### config.mk
export PLATFORM = sky130hd
export DESIGN_NAME = zigbee_fifo_tx
export DESIGN_NICKNAME = d
export VERILOG_FILES = /design/src/rtl/zigbee_fifo_tx.sv
export SDC_FILE = /design/constraint.sdc
export NUM_CORES = 1
export LEC_CHECK = 0
export ABC_CLOCK_PERIOD_IN_PS = 2900
export CAP_MARGIN = 20
export CORE_ASPECT_RATIO = 0.5
export CORE_UTILIZATION = 56
export CTS_CLUSTER_DIAMETER = 120
export CTS_CLUSTER_SIZE = 40
export DETAILED_ROUTE_END_ITERATION = 7
export PLACE_DENSITY = 0.75
export SLEW_MARGIN = 25
export SYNTH_ARGS = -nofsm -noshare
export SYNTH_HDL_FRONTEND = slang
export SYNTH_SLANG_ARGS = --single-unit
### constraint.sdc
create_clock -name clk -period 2.9 [get_ports clk]
set_input_delay 0.58 -clock clk [delete_from_list [all_inputs] [get_ports clk]]
set_output_delay 0.58 -clock clk [all_outputs]
set_load 0.01 [all_outputs]
### src/rtl/zigbee_fifo_tx.sv
// APB-written byte FIFO feeding an MSB-first bit serializer for the Zigbee TX path.
// Define FIFO_TX_OVERFLOW_ERR_EN to flag refused (FIFO full) writes on pslverr.
module zigbee_fifo_tx #(
  parameter int DEPTH   = 64,
  parameter int BIT_DIV = 25
) (
  input  logic       clk,
  input  logic       reset,
  input  logic [7:0] pwdata,
  input  logic       psel,
  input  logic       pwrite,
  input  logic       penable,
  input  logic       en_IQ,
  output logic       pready,
  output logic       pslverr,
  output logic       data_out,
  output logic       IQ_rate,
  output logic       mem_state
);

  localparam int AW = $clog2(DEPTH);
  localparam int CW = AW + 1;
  localparam int DW = $clog2(BIT_DIV);

  typedef enum logic {
    S_IDLE,
    S_SHIFT
  } state_e;

  state_e          state_q, state_d;
  logic [7:0]      mem_q [DEPTH];
  logic [AW-1:0]   wr_ptr_q, wr_ptr_d;
  logic [AW-1:0]   rd_ptr_q, rd_ptr_d;
  logic [CW-1:0]   count_q, count_d;
  logic [7:0]      shift_q, shift_d;
  logic [2:0]      bit_q, bit_d;
  logic [DW-1:0]   div_q, div_d;
  logic            dout_q, dout_d;
  logic            iq_q, iq_d;
  logic            full_q, full_d;

  logic            wr_try;
  logic            full;
  logic            wr_ok;
  logic            pop;
  logic [7:0]      rd_data;

  assign wr_try  = psel & pwrite & penable;
  assign full    = (count_q == CW'(DEPTH));
  assign wr_ok   = wr_try & ~full;
  assign rd_data = mem_q[rd_ptr_q];

  always_comb begin
    state_d  = state_q;
    wr_ptr_d = wr_ptr_q;
    rd_ptr_d = rd_ptr_q;
    shift_d  = shift_q;
    bit_d    = bit_q;
    div_d    = div_q;
    dout_d   = dout_q;
    iq_d     = 1'b0;
    pop      = 1'b0;
    unique case (state_q)
      S_IDLE: begin
        dout_d = 1'b0;
        if (en_IQ && count_q != '0) pop = 1'b1;
      end
      S_SHIFT: begin
        if (div_q == DW'(BIT_DIV - 1)) begin
          div_d = '0;
          if (bit_q != 3'd7) begin
            bit_d   = bit_q + 3'd1;
            shift_d = {shift_q[6:0], 1'b0};
            dout_d  = shift_q[6];
            iq_d    = 1'b1;
          end else if (en_IQ && count_q != '0) begin
            pop = 1'b1;
          end else begin
            state_d = S_IDLE;
            dout_d  = 1'b0;
          end
        end else begin
          div_d = div_q + DW'(1);
        end
      end
    endcase
    // A pop presents bit7 immediately so back-to-back bytes have no gap
    if (pop) begin
      state_d  = S_SHIFT;
      shift_d  = rd_data;
      dout_d   = rd_data[7];
      iq_d     = 1'b1;
      bit_d    = 3'd0;
      div_d    = '0;
      rd_ptr_d = rd_ptr_q + AW'(1);
    end
    if (wr_ok) wr_ptr_d = wr_ptr_q + AW'(1);
    count_d = count_q + CW'(wr_ok) - CW'(pop);
    full_d  = (count_d == CW'(DEPTH));
  end

  always_ff @(posedge clk) begin
    if (reset) begin
      state_q  <= S_IDLE;
      wr_ptr_q <= '0;
      rd_ptr_q <= '0;
      count_q  <= '0;
      shift_q  <= '0;
      bit_q    <= '0;
      div_q    <= '0;
      dout_q   <= 1'b0;
      iq_q     <= 1'b0;
      full_q   <= 1'b0;
    end else begin
      state_q  <= state_d;
      wr_ptr_q <= wr_ptr_d;
      rd_ptr_q <= rd_ptr_d;
      count_q  <= count_d;
      shift_q  <= shift_d;
      bit_q    <= bit_d;
      div_q    <= div_d;
      dout_q   <= dout_d;
      iq_q     <= iq_d;
      full_q   <= full_d;
    end
  end

  always_ff @(posedge clk) begin
    if (wr_ok) mem_q[wr_ptr_q] <= pwdata;
  end

  assign pready    = 1'b1;
  assign data_out  = dout_q;
  assign IQ_rate   = iq_q;
  assign mem_state = full_q;

`ifdef FIFO_TX_OVERFLOW_ERR_EN
  assign pslverr = wr_try & full;
`else
  assign pslverr = 1'b0;
`endif

endmodule

==> impl_metrics.py <==
metrics = {
    "cells_and_area": {
        "seq_area_um2": 16300,
        "fill_cells": 2523,
        "drive_gt1_share_pct": 27.2,
        "insertedDiodeCount": 0,
        "multiInputGateArea_um2": 5390,
        "syn2layout_area_growth_pct": 9.90,
        "nets": 1262,
    },
    "sta": {
        "hold-worst-slack_ns": 0.258,
        "hold_viol": 0,
        "fin_crit_sh_pct": 96.9,
        "period_minus_slack_ns": 2.81,
        "finalMaxSlewViolations": 0,
        "rsz0062_at_grt": "true",
        "fin_ws_ns": 0.0890,
        "slew_headroom_pct": 45.8,
        "tightest_slew_ns": 0.793,
        "final-setup-viol-count": 0,
        "fmax_mhz": 356,
        "finClkSkew_ns": 0.0225,
    },
    "route": {
        "vias_per_cell": 6.27,
        "drcViolationCount": 0,
        "wl_um": 47600,
        "vias": 11058,
        "wl_per_cell_um": 27.0,
        "antenna_left": 0,
        "wl_met1_um": 19600,
        "dr_wl_met2_um": 22500,
        "wl_met3_um": 4840,
        "drt_iter0_drc": 1432,
        "top_layer": "met4",
        "drt_pass1_iterations": 6,
    },
    "floorplanning": {
        "fp-row-count": 50,
        "initial_core_util_pct": 57.7,
        "die_area_um2": 40000,
        "coreArea_um2": 38000,
        "die_height_um": 142,
        "ios": 19,
        "fp.dieW_um": 282,
    },
    "setup_path": {
        "crit_fanout": 2,
        "criticalPathCategory": "reg2reg",
        "crit_top_cell": "a21oi_2",
        "slowest_delay_ns": 0.38,
        "required_ns": 3.38,
        "crit_chain": "inv_2, ha_4, nor4bb_4, a21oi_2, or3_4, buf_6, fa_2, a21oi_4, o21bai_4, a21oi_2, o21bai_1, xnor2_1, nor4b_2",
        "crit_arrival_ns": 3.29,
        "r2r-end": "mem_state",
        "cp_slowest_cell": "fa_2",
        "ff2ff_path_depth": 13,
        "r2r-start": "count_q[4]",
        "cp-end-kind": "flip-flop",
        "start_kind": "flip-flop",
        "rrSetupSlack_ns": 0.09,
    },
    "hold_path": {
        "whs_endpoint": "mem_q[30][3]",
        "hold_class": "in2reg",
        "hold_start": "pwdata[3]",
        "holdPathStages": 1,
    },
    "global_route": {
        "grt_use_total_pct": 24.5,
        "antenna_found_initial": 0,
        "overflow": 0,
        "grt_pass1_vias": 11154,
        "grt_pass1_wl_um": 70800,
        "grt_max_degree": 65,
    },
    "power": {
        "p_sw_share_pct": 24.6,
        "clkPwrFrac_pct": 21.9,
        "ir_drop_mv": 0.386,
        "power_density_nw_per_um2": 649,
        "leakage_uw": 0.00747,
        "comb_power_share_pct": 20.6,
        "seqPwrFrac_pct": 57.5,
        "switching_power_uw": 3850,
        "cell_internal_pwr_uw": 11800,
    },
    "synth": {
        "synth_xor_area_share_pct": 0.759,
        "synth_top_area_share_pct": 70.1,
        "synth_compound_area_share_pct": 2.31,
        "async_reset_ff_share_pct": 0,
        "yosys.area.top_type": "edfxtp_1",
        "ys_seq_area_share_pct": 74.2,
        "syn-num-nets": 1152,
        "synthFlopType": "edfxtp_1",
        "synthAdderAreaFrac_pct": 0.890,
        "postSynthAreaPerCell_um2": 19.5,
        "synth_top_family_by_area": "multiplexers",
        "synth_area_um2": 21900,
        "synth_seq_cells": 556,
        "ys_types": 61,
        "synth-simple-area-share_pct": 4.45,
        "synth_mux_area_share_pct": 15.6,
        "synth_edf_count": 512,
        "synthTopCellsByArea": "edfxtp_1 (70%), mux4_2 (14%), dfxtp_1 (4.0%)",
        "ys_warn_count": 0,
        "synthCells": 1123,
    },
    "flow_run": {
        "max_cap_viol_count": 0,
    },
    "placement": {
        "dpl.hpwl_um": 31100,
        "portBuffers": 16,
        "place_ws_ns": -0.472,
        "gp_congestion": 0.895,
    },
    "outcome": {
        "status": "finished clean",
    },
    "clock_network": {
        "cts_tree": "yes",
        "htreeDepth": 1,
        "worstSkewPairLatency_ns": 0.57,
        "clk_pin_slew_ns": 0.14,
        "clock_path_buffers": 3,
        "root_buffer": "clkbuf_16",
        "cts_buffers": 17,
        "clock_sinks": 556,
    },
}
[cell families after synthesis]
kind of cell / count (synthesis)
other cells: 2
xor+xnor: 19
buf+inv: 73
compound gates: 73
mux: 174
fa+ha+maj: 15
flops: 556
simple gates: 211
[repair_timing]
| action | CTS | global route |
|---|---|---|
| endpoints found under the hold margin | 0 | 0 |
| resized for setup | 12 | 19 |
| endpoints found under the setup margin | 5 | 3 |
| hold buffers | 0 | 0 |
| pin swaps | 10 | 14 |
| setup buffers | 0 | 4 |
[worst max-delay path by stage]
stage	from	end	slack [ns]
after floorplan	count_q[4]	mem_state	0.006
final	count_q[4]	mem_state	0.09
after global routing	count_q[4]	mem_state	-0.06
after detailed placement	en_IQ	mem_state	-0.47
after CTS	count_q[2]	mem_state	0.01
after global placement	en_IQ	mem_state	-0.28
[stage by stage]
step / utilization [%] / total power [uW] / cells / area [um2] / TNS [ns]
3_3_place_gp: 61.7 / 12000 / 1730 / 23400 / -0.622
4_1_cts: 63.1 / 15500 / 1759 / 24000 / 0
3_5_place_dp: 61.7 / 12100 / 1730 / 23400 / -1.19
6_report: 63.4 / 15600 / 1763 / 24100 / 0
5_1_grt: 63.4 / 16200 / 1763 / 24100 / -0.107
2_1_floorplan: - / 11100 / 1123 / 21900 / 0
[flip-flops by register name, indices dropped and copies added (netlist names), named ones only]
| register | cells |
|---|---|
| bit_q | 3 |
| rd_ptr_q | 6 |
| div_q | 5 |
| mem_q | 512 |
| IQ_rate | 1 |
| data_out | 1 |
| shift_q | 7 |
| state_q | 1 |
| wr_ptr_q | 6 |
| count_q | 7 |
| mem_state | 1 |
[layout make-up]
| class | count | area share, % |
|---|---|---|
| flip-flops and latches | 556 | 67.5 |
| inverters | 13 | 0.203 |
| repair buffers | 151 | 5.10 |
| clock inverters | 1 | 0.125 |
| multi-input cells | 494 | 22.4 |
| clock buffers | 28 | 1.94 |
| well taps | 520 | 2.70 |
[worst max-delay path: cells and delay by family, from the launching register on]
kind,cells,cell delay [ns]
AND/OR/NAND/NOR,3,0.90
AO/OA/AOI/OAI,5,0.61
adder cells (fa/ha/maj),2,0.50
flip-flops,1,0.35
buffers and inverters,2,0.21
XOR/XNOR,1,0.15
[per-layer routing]
metal | GRT usage, % | up-vias
li1 | - | 4713
met1 | 35.6 | 5746
met2 | 38.7 | 546
met3 | 6.04 | 53
met4 | 4.18 | 0
met5 | 0 | -
[power by group through the flow]
stage / clock network, uW / logic (uW) / registers [uW]
3_3_place_gp: 0 / 2860 / 9140
6_report: 3420 / 3230 / 8980
3_5_place_dp: 0 / 2970 / 9150
5_1_grt: 3700 / 3470 / 8990
2_1_floorplan: 0 / 2050 / 9070
4_1_cts: 3460 / 3050 / 8980
[synthesized netlist by cell type (7+ instances only)]
| cell | n |
|---|---|
| clkbuf_1 | 24 |
| ha_1 | 14 |
| nand2_1 | 32 |
| mux2i_1 | 31 |
| o22ai_1 | 12 |
| a21oi_1 | 13 |
| xor2_1 | 10 |
| nor2b_1 | 12 |
| buf_4 | 10 |
| nand4_1 | 11 |
| nand3_1 | 15 |
| buf_2 | 11 |
| mux2_2 | 9 |
| inv_1 | 12 |
| edfxtp_1 | 512 |
| buf_1 | 7 |
| nor2_1 | 107 |
| dfxtp_1 | 44 |
| mux4_2 | 134 |
| xnor2_1 | 9 |
[cell usage in the layout (no fill, tap or decap), drive strengths merged, types with 7 or more instances in the layout]
| cell | instances |
|---|---|
| nand3 | 15 |
| mux4 | 134 |
| edfxtp | 512 |
| o22ai | 12 |
| inv | 12 |
| dfxtp | 44 |
| o21ai | 7 |
| mux2 | 9 |
| xnor2 | 9 |
| clkbuf | 28 |
| xor2 | 10 |
| nor2 | 107 |
| clkdlybuf4s50 | 8 |
| nor2b | 12 |
| ha | 14 |
| nand2 | 32 |
| a21oi | 13 |
| mux2i | 31 |
| buf | 143 |
| nand4 | 11 |
Power figures use the tool's default switching activity.
